**config.mk**
```make
export PLATFORM = sky130hd
export DESIGN_NAME = tlc_phase_scheduler_flat
export DESIGN_NICKNAME = d
export VERILOG_FILES = /design/src/rtl/tlc_phase_scheduler_if.sv /design/src/rtl/tlc_phase_scheduler.sv /design/src/flat_wrapper.sv
export SDC_FILE = /design/constraint.sdc
export NUM_CORES = 1
export LEC_CHECK = 0
export CAP_MARGIN = 10
export CORE_MARGIN = 1.5
export CORE_UTILIZATION = 56
export CTS_CLUSTER_DIAMETER = 100
export DETAILED_ROUTE_END_ITERATION = 8
export PLACE_DENSITY = 0.82
export RECOVER_POWER = 100
export SYNTH_ARGS = -nofsm -noshare
export SYNTH_HDL_FRONTEND = slang
export SYNTH_SLANG_ARGS = --single-unit
export TNS_END_PERCENT = 1
```
**constraint.sdc**
```tcl
create_clock -name clk -period 3.7 [get_ports clk]
set_clock_uncertainty 0.1 [all_clocks]
set_input_delay 0.37 -clock clk [delete_from_list [all_inputs] [get_ports clk]]
set_output_delay 0.37 -clock clk [all_outputs]
set_load 0.01 [all_outputs]
```
**src/rtl/tlc_phase_scheduler_if.sv**
```systemverilog
// Signal bundle between the junction phase scheduler and its environment:
// demand inputs from the sensor/time-of-day side, light codes to the lamp stage.
interface tlc_phase_scheduler_if;
  logic       peak;
  logic [2:0] sensor;
  logic [1:0] tl0;
  logic [1:0] tl1;
  logic [1:0] tl2;
  logic [1:0] phase;
  logic       phase_start;
  logic [2:0] req_pend;

  modport master (
    output peak, sensor,
    input  tl0, tl1, tl2, phase, phase_start, req_pend
  );

  modport slave (
    input  peak, sensor,
    output tl0, tl1, tl2, phase, phase_start, req_pend
  );
endinterface

```
**src/rtl/tlc_phase_scheduler.sv**
```systemverilog
// Three-approach phase scheduler: CLEAR -> GREEN -> YELLOW per approach, demand latching.
// Define TLC_SKIP_EN to skip approaches without pending requests (rest on approach 0).
module tlc_phase_scheduler #(
  parameter int unsigned GP0 = 32,
  parameter int unsigned GP1 = 32,
  parameter int unsigned GP2 = 16,
  parameter int unsigned GO0 = 16,
  parameter int unsigned GO1 = 16,
  parameter int unsigned GO2 = 8,
  parameter int unsigned YEL = 4,
  parameter int unsigned CLR = 4,
  parameter int unsigned TW  = 8
) (
  input logic                  clk,
  input logic                  reset,
  tlc_phase_scheduler_if.slave bus
);

  localparam logic [1:0] StClear  = 2'd0;
  localparam logic [1:0] StGreen  = 2'd1;
  localparam logic [1:0] StYellow = 2'd2;

  localparam logic [1:0] LtGreen  = 2'd0;
  localparam logic [1:0] LtYellow = 2'd1;
  localparam logic [1:0] LtRed    = 2'd2;

  logic [1:0]      state_q;
  logic [TW-1:0]   timer_q;
  logic [TW-1:0]   glen_q;
  logic [1:0]      phase_q;
  logic            ps_q;
  logic [2:0]      pend_q;
  logic [2:0][1:0] tl_q;

  logic [TW-1:0] dur;
  logic          done;
  logic          enter_green;
  logic [1:0]    next_ap;
  logic [TW-1:0] next_glen;
  logic [2:0]    green_mask;
  logic [2:0]    pend_d;

  function automatic logic [1:0] rr_inc(logic [1:0] p);
    return (p == 2'd2) ? 2'd0 : p + 2'd1;
  endfunction

  always_comb begin
    dur = TW'(CLR);
    case (state_q)
      StGreen:  dur = glen_q;
      StYellow: dur = TW'(YEL);
      default:  dur = TW'(CLR);
    endcase
  end

  assign done        = (timer_q == dur - TW'(1));
  assign enter_green = (state_q == StClear) && done;

`ifdef TLC_SKIP_EN
  logic [1:0] cand1;
  logic [1:0] cand2;
  assign cand1 = rr_inc(phase_q);
  assign cand2 = rr_inc(cand1);

  always_comb begin
    next_ap = 2'd0;
    if (pend_q[cand1])        next_ap = cand1;
    else if (pend_q[cand2])   next_ap = cand2;
    else if (pend_q[phase_q]) next_ap = phase_q;
  end
`else
  assign next_ap = rr_inc(phase_q);
`endif

  // Green length is fixed by peak as sampled on the CLEAR exit edge.
  always_comb begin
    next_glen = TW'(GO0);
    case (next_ap)
      2'd0:    next_glen = bus.peak ? TW'(GP0) : TW'(GO0);
      2'd1:    next_glen = bus.peak ? TW'(GP1) : TW'(GO1);
      2'd2:    next_glen = bus.peak ? TW'(GP2) : TW'(GO2);
      default: next_glen = TW'(GO0);
    endcase
  end

  // An approach ignores its own sensor while green; clearing on green entry wins over setting.
  assign green_mask = (state_q == StGreen) ? (3'b001 << phase_q) : 3'b000;

  always_comb begin
    pend_d = pend_q | (bus.sensor & ~green_mask);
    if (enter_green) pend_d[next_ap] = 1'b0;
  end

  always_ff @(posedge clk) begin
    if (reset) begin
      state_q <= StClear;
      timer_q <= '0;
      glen_q  <= '0;
      phase_q <= 2'd2;
      ps_q    <= 1'b0;
      pend_q  <= 3'b000;
      tl_q    <= {LtRed, LtRed, LtRed};
    end else begin
      pend_q  <= pend_d;
      ps_q    <= 1'b0;
      timer_q <= done ? '0 : timer_q + TW'(1);
      if (done) begin
        case (state_q)
          StClear: begin
            state_q       <= StGreen;
            phase_q       <= next_ap;
            glen_q        <= next_glen;
            tl_q[next_ap] <= LtGreen;
            ps_q          <= 1'b1;
          end
          StGreen: begin
            state_q       <= StYellow;
            tl_q[phase_q] <= LtYellow;
          end
          default: begin
            state_q       <= StClear;
            tl_q[phase_q] <= LtRed;
          end
        endcase
      end
    end
  end

  assign bus.tl0         = tl_q[0];
  assign bus.tl1         = tl_q[1];
  assign bus.tl2         = tl_q[2];
  assign bus.phase       = phase_q;
  assign bus.phase_start = ps_q;
  assign bus.req_pend    = pend_q;

endmodule

```
**src/flat_wrapper.sv**
```systemverilog
// flat-port wrapper written by rule: the top's interface ports become plain ports
module tlc_phase_scheduler_flat 
#(
  parameter int unsigned GP0 = 32,
  parameter int unsigned GP1 = 32,
  parameter int unsigned GP2 = 16,
  parameter int unsigned GO0 = 16,
  parameter int unsigned GO1 = 16,
  parameter int unsigned GO2 = 8,
  parameter int unsigned YEL = 4,
  parameter int unsigned CLR = 4,
  parameter int unsigned TW  = 8
)
  (clk, reset, bus_peak, bus_sensor, bus_tl0, bus_tl1, bus_tl2, bus_phase, bus_phase_start, bus_req_pend);
  tlc_phase_scheduler_if bus_i ();
  input logic clk;
  input logic reset;
  input wire logic [$bits(bus_i.peak)-1:0] bus_peak;
  input wire logic [$bits(bus_i.sensor)-1:0] bus_sensor;
  output wire logic [$bits(bus_i.tl0)-1:0] bus_tl0;
  output wire logic [$bits(bus_i.tl1)-1:0] bus_tl1;
  output wire logic [$bits(bus_i.tl2)-1:0] bus_tl2;
  output wire logic [$bits(bus_i.phase)-1:0] bus_phase;
  output wire logic [$bits(bus_i.phase_start)-1:0] bus_phase_start;
  output wire logic [$bits(bus_i.req_pend)-1:0] bus_req_pend;
  assign bus_i.peak = bus_peak;
  assign bus_i.sensor = bus_sensor;
  assign bus_tl0 = bus_i.tl0;
  assign bus_tl1 = bus_i.tl1;
  assign bus_tl2 = bus_i.tl2;
  assign bus_phase = bus_i.phase;
  assign bus_phase_start = bus_i.phase_start;
  assign bus_req_pend = bus_i.req_pend;
  tlc_phase_scheduler #(.GP0(GP0), .GP1(GP1), .GP2(GP2), .GO0(GO0), .GO1(GO1), .GO2(GO2), .YEL(YEL), .CLR(CLR), .TW(TW)) u_core (.clk(clk), .reset(reset), .bus(bus_i));
endmodule
```
==> flow_summary.yaml, run 1 <==
die:
  die_w_um: 50.1
  placementRows: 16
  start_util: 0.613
  die_y_um: 50.1
  die_area_um2: 2510
  io_pins: 18
  core-area_um2: 2020
yosys:
  syn-cell-area_um2: 1240
  synth.avg_cell_area_um2: 8.92
  synth_top_cell_area_share: 0.404
  synth_edf_count: 0
  yosys_warnings: 0
  synthFlopType: "dfxtp_1"
  synth_top_cell_by_area: "dfxtp_1"
  synth_cell_types: 41
  ys_seq_elements: 25
  synth-seq-area-share: 0.404
  syn_inst: 139
  synthArstFlopShare: 0
  synth_nets: 146
  synthTopCellsByArea: "dfxtp_1, nor2_1, a21oi_1"
detailed_routing:
  wl_per_cell_um: 13.3
  drtAntennaViolNets: 0
  routed_wl_um: 2380
  first_pass_iters: 4
  drt_iter0_markers: 14
  vias: 1010
  vias_per_cell: 5.67
  drc_errors: 0
final_layout:
  antenna_cells: 0
  utilization: 0.689
  fin_nets: 159
  drive_above_1_share: 0.0728
  area_growth_pct: 12.3
sta:
  timing.final.max_slew_violations: 0
  hold_viol_final: 0
  rsz0062_at_grt: "false"
  hold_slack_ns: 0.382
  finalWorstSetupSlack_ns: 0.767
  timing.final.crit_share: 0.793
  period_minus_slack_ns: 2.93
  finalSetupViolCount: 0
  tns_ns: 0
  worst_slew_pin_slew_ns: 1.24
  max_freq_mhz: 341
  relSlewSlack: 0.166
power:
  power.leakage_nw: 0.527
  power_density_nw_per_um2: 348
  ir_worst_vdd_mv: 0.256
placed_design:
  hpwl_um: 1700
  port_buffers: 17
  dp_slack_ns: 1.27
  gp_congestion: 0.802
setup_path:
  cp.arrival_ns: 3.02
  required_ns: 3.79
  path_max_fanout: 14
  worst-setup-path-type: "reg -> reg"
  reg2regPathDepth: 6
  cp-start-kind: "flip-flop"
  endpoint_kind: "flip-flop"
clock_tree:
  cts_setup_buffers: 0
  path_clk_slew_ns: 0.13
  clock_path_buffers: 2
  numCtsBuffers: 3
  clk_latency_ns: 0.31
  ctsResizeCount: 0
  root_buffer: "clkbuf_4"
  clkSinkCount: 25
  cts_tree: "yes"
  htreeDepth: 1
  holdBufCountCts: 0
min_path:
  hp-class: "reg -> reg"
  worstHoldPathCells: 1
grt:
  grt_pass1_vias: 902
  antenna_found_initial: 0
  grt_overflow: 0
  grt_max_degree: 21
  track_usage: 0.203
  grt_first_pass_wirelength_um: 3910
flow_run:
  maxCapViolCount: 0
run_status:
  status: "finished clean"
==> state kept, by name (all words and copies together), names as in the netlist <==
name                    cells
u_core.bus.phase            2
u_core.timer_q              8
u_core.bus.tl2              2
u_core.bus.tl0              2
u_core.bus.tl1              2
u_core.bus.phase_start      1
u_core.bus.req_pend         3
u_core.glen_q               3
u_core.state_q              2
==> per-layer routing <==
| layer | global-route usage | part of all wire | vias up |
|---|---|---|---|
| met5 | 0 | 0 | - |
| met3 | 0.0364 | 0.021 | 4 |
| met2 | 0.371 | 0.52 | 21 |
| met4 | 0.0694 | 0.010 | 0 |
| met1 | 0.233 | 0.45 | 472 |
| li1 | - | - | 513 |
==> final timing paths <==
check | slack, ns | end | start
worst max-delay path | 0.77 | u_core.glen_q[4] | u_core.state_q[1]
worst min-delay path | 0.38 | u_core.timer_q[0] | u_core.timer_q[0]
worst max register to register | 0.77 | u_core.glen_q[4] | u_core.state_q[1]
worst min register to register | 0.38 | u_core.timer_q[0] | u_core.timer_q[0]
==> per-stage QoR <==
step	cell area [µm²]	std cells	power [mW]
after floorplan	1240	139	0.354
after global placement	1390	174	0.373
after detailed placement	1390	174	0.375
after CTS	1420	178	0.493
after global routing	1390	178	0.504
final	1390	178	0.484
==> Yosys cell counts (all sizes together) (3+ instances only) <==
cell,count
dfxtp,25
nor2,23
a21oi,11
buf,6
nand2,6
a211oi,5
mux2i,5
nand3,5
xor2,5
a31oi,4
and3,4
xnor2,4
o21ai,3
o21bai,3
==> layout make-up <==
cell class / instances / area, µm²
well taps: 27 / 33.8
repair buffers: 17 / 170
fillers: 171 / 629
inverters: 1 / 3.75
flip-flops and latches: 25 / 500
clock buffers: 4 / 26.3
multi-input cells: 104 / 658
==> report_power, final <==
| group | switching, mW | internal [mW] |
|---|---|---|
| Sequential | 0.0117 | 0.281 |
| Combinational | 0.0378 | 0.0332 |
| Clock | 0.0785 | 0.0422 |
==> layout by cell type, fill, tap and decap left out, types with 3 or more instances in the layout <==
master | Yosys | final
o21bai_1 | 3 | 3
dfxtp_1 | 25 | 25
a211oi_1 | 4 | 5
dlygate4sd3_1 | 1 | 12
xor2_1 | 5 | 5
clkbuf_4 | 0 | 3
nand2_1 | 6 | 6
and3_1 | 4 | 4
mux2i_1 | 5 | 5
a31oi_1 | 4 | 4
a21oi_1 | 10 | 10
nand3_1 | 5 | 5
nor2_1 | 23 | 23
clkdlybuf4s50_1 | 0 | 5
xnor2_1 | 4 | 4
==> cells by family (layout without fill, tap and decap cells) <==
family                   count (synthesis)  in the layout  synth area share
AND/OR/NAND/NOR                         57             57             0.239
multiplexers                             5              5            0.0404
flip-flops                              25             25             0.404
XOR/XNOR                                 9              9            0.0636
adder cells (fa/ha/maj)                  1              1            0.0101
AO/OA/AOI/OAI                           32             32             0.196
buffers and inverters                   10             22            0.0474
==> worst max-delay path, cell delays in order (launching register included) <==
cell      delay, ns
dfxtp_1        0.44
and2b_1        0.52
nand4_1        0.16
a21o_1         0.23
a211oi_1       1.02
or3b_2         0.26
o41ai_1        0.07
Power figures use the tool's default switching activity.
==> run 2: changes to the inputs <==
--- a/config.mk
+++ b/config.mk
@@ -7,10 +7,10 @@
 export LEC_CHECK = 0
 export CAP_MARGIN = 10
 export CORE_MARGIN = 1.5
-export CORE_UTILIZATION = 56
+export CORE_UTILIZATION = 47
 export CTS_CLUSTER_DIAMETER = 100
 export DETAILED_ROUTE_END_ITERATION = 8
-export PLACE_DENSITY = 0.82
+export PLACE_DENSITY = 0.73
 export RECOVER_POWER = 100
 export SYNTH_ARGS = -nofsm -noshare
 export SYNTH_HDL_FRONTEND = slang
==> constraint.sdc (replaced) <==
create_clock -name clk -period 2.6 [get_ports clk]
set_clock_uncertainty 0.1 [all_clocks]
set_input_delay 0.26 -clock clk [delete_from_list [all_inputs] [get_ports clk]]
set_output_delay 0.26 -clock clk [all_outputs]
set_load 0.01 [all_outputs]
==> flow_summary.yaml, run 2 (synthesis gave the netlist of run 1 again) <==
final_layout:
  largest_register: "u_core.timer_q"
  stdcell_count: 183
  most-common-layout-cells: "dfxtp_1, nor2_1, dlygate4sd3_1"
  area_growth_pct: 15.1
  antenna_cells: 0
  final_common_cell: "dfxtp_1"
  fillCellCount: 248
  drive_above_1_share: 0.0980
  fin_nets: 161
  largest_reg_flops: 8
clock_tree:
  root_buffer: "clkbuf_4"
  numCtsBuffers: 3
  clk_latency_ns: 0.31
  holdBufCountCts: 0
  clock_path_buffers: 2
  cts_setup_buffers: 0
  ctsResizeCount: 0
  cts_tree: "yes"
  path_clk_slew_ns: 0.13
  htreeDepth: 1
  clkSinkCount: 25
sta:
  worst_slew_pin_slew_ns: 0.475
  period_minus_slack_ns: 2.33
  finalSetupViolCount: 0
  timing.final.crit_share: 0.896
  rsz0062_at_grt: "false"
  relSlewSlack: 0.682
  hold_viol_final: 0
  max_freq_mhz: 429
  hold_slack_ns: 0.381
  timing.final.max_slew_violations: 0
  tns_ns: 0
  finalWorstSetupSlack_ns: 0.271
detailed_routing:
  drtAntennaViolNets: 0
  wl_per_cell_um: 13.1
  first_pass_iters: 4
  drc_errors: 0
  vias: 1008
  drt_iter0_markers: 7
  vias_per_cell: 5.51
  routed_wl_um: 2390
die:
  die_y_um: 54.4
  die_area_um2: 2960
  start_util: 0.501
  io_pins: 18
  placementRows: 18
  core-area_um2: 2480
  die_w_um: 54.4
placed_design:
  hpwl_um: 1780
  port_buffers: 17
  dp_slack_ns: 0.424
  gp_congestion: 0.785
  placed_cells_incl_taps: 179
run_status:
  status: "finished clean"
setup_path:
  required_ns: 2.76
  r2r-start: "u_core.state_q[1]"
  cp_slowest_cell: "dfxtp_1"
  worst-setup-path-type: "reg -> reg"
  path_max_fanout: 16
  critPathCapture: "u_core.timer_q[3]"
  crit_chain: "and2b_4 > and3_1 > o221ai_1 > a21oi_2 > buf_4 > or2_1 > nor2_1"
  rr_endpoint: "u_core.timer_q[3]"
  reg2regPathDepth: 7
  cp.arrival_ns: 2.49
  cp-startpoint: "u_core.state_q[1]"
  endpoint_kind: "flip-flop"
  regToRegSetupSlack_ns: 0.27
  cp-start-kind: "flip-flop"
  max_stage_delay_ns: 0.58
grt:
  grt_first_pass_wirelength_um: 3970
  grt_overflow: 0
  antenna_found_initial: 0
  grt_pass1_vias: 931
  grt_max_degree: 17
  track_usage: 0.181
power:
  p_sw_frac: 0.265
  p_total_uw: 696
  comb_power_share: 0.157
  power.leakage_nw: 0.543
  p_switching_uw: 184
  clockPowerShare: 0.245
  power_frac_seq: 0.598
  ir_worst_vdd_mv: 0.349
  p_int_uw: 511
  power_density_nw_per_um2: 487
flow_run:
  maxCapViolCount: 0
min_path:
  hp-class: "reg -> reg"
run 2: per-stage QoR:
step	util	area [µm²]
after global routing	0.576	1430
after CTS	0.579	1430
after floorplan	-	1240
after global placement	0.568	1410
after detailed placement	0.568	1410
final	0.576	1430
run 2: power by group through the flow:
stage          logic (mW)  clock network (mW)  registers (mW)
6_report            0.109               0.170           0.416
5_1_grt             0.121               0.190           0.419
4_1_cts             0.113               0.178           0.417
3_5_place_dp        0.113                   0           0.425
3_3_place_gp        0.110                   0           0.424
2_1_floorplan      0.0829                   0           0.421
run 2: routing by layer:
metal,part of all wire,GRT usage,vias up
li1,-,-,516
met1,0.46,0.220,474
met2,0.50,0.319,14
met3,0.027,0.0246,4
met4,0.012,0.0750,0
met5,0,0,-
run 2: how the worst min path moves through the flow:
| stage | start | depth (start not counted) | end | slack, ns |
|---|---|---|---|---|
| 3_5_place_dp | u_core.timer_q[0] | 1 | u_core.timer_q[0] | 0.35 |
| 5_1_grt | u_core.timer_q[0] | 1 | u_core.timer_q[0] | 0.40 |
| 4_1_cts | u_core.timer_q[0] | 1 | u_core.timer_q[0] | 0.38 |
| 6_report | u_core.timer_q[0] | 1 | u_core.timer_q[0] | 0.38 |
| 3_3_place_gp | u_core.timer_q[0] | 1 | u_core.timer_q[0] | 0.35 |
| 2_1_floorplan | u_core.timer_q[0] | 1 | u_core.timer_q[0] | 0.33 |
run 2: critical path, delay by kind of cell (launching register included):
family          cells  cell delay, ns
flops               1            0.58
compound gates      2            0.43
simple gates        4            0.96
buf+inv             1            0.20
run 2: cell type report:
type / instances / area, µm² / area share
clock buffers: 4 / 26.3 / 0.0184
inverters: 1 / 3.75 / 0.00263
multi-input cells: 104 / 674 / 0.472
flip-flops and latches: 25 / 500 / 0.351
well taps: 30 / 37.5 / 0.0263
repair buffers: 19 / 185 / 0.130
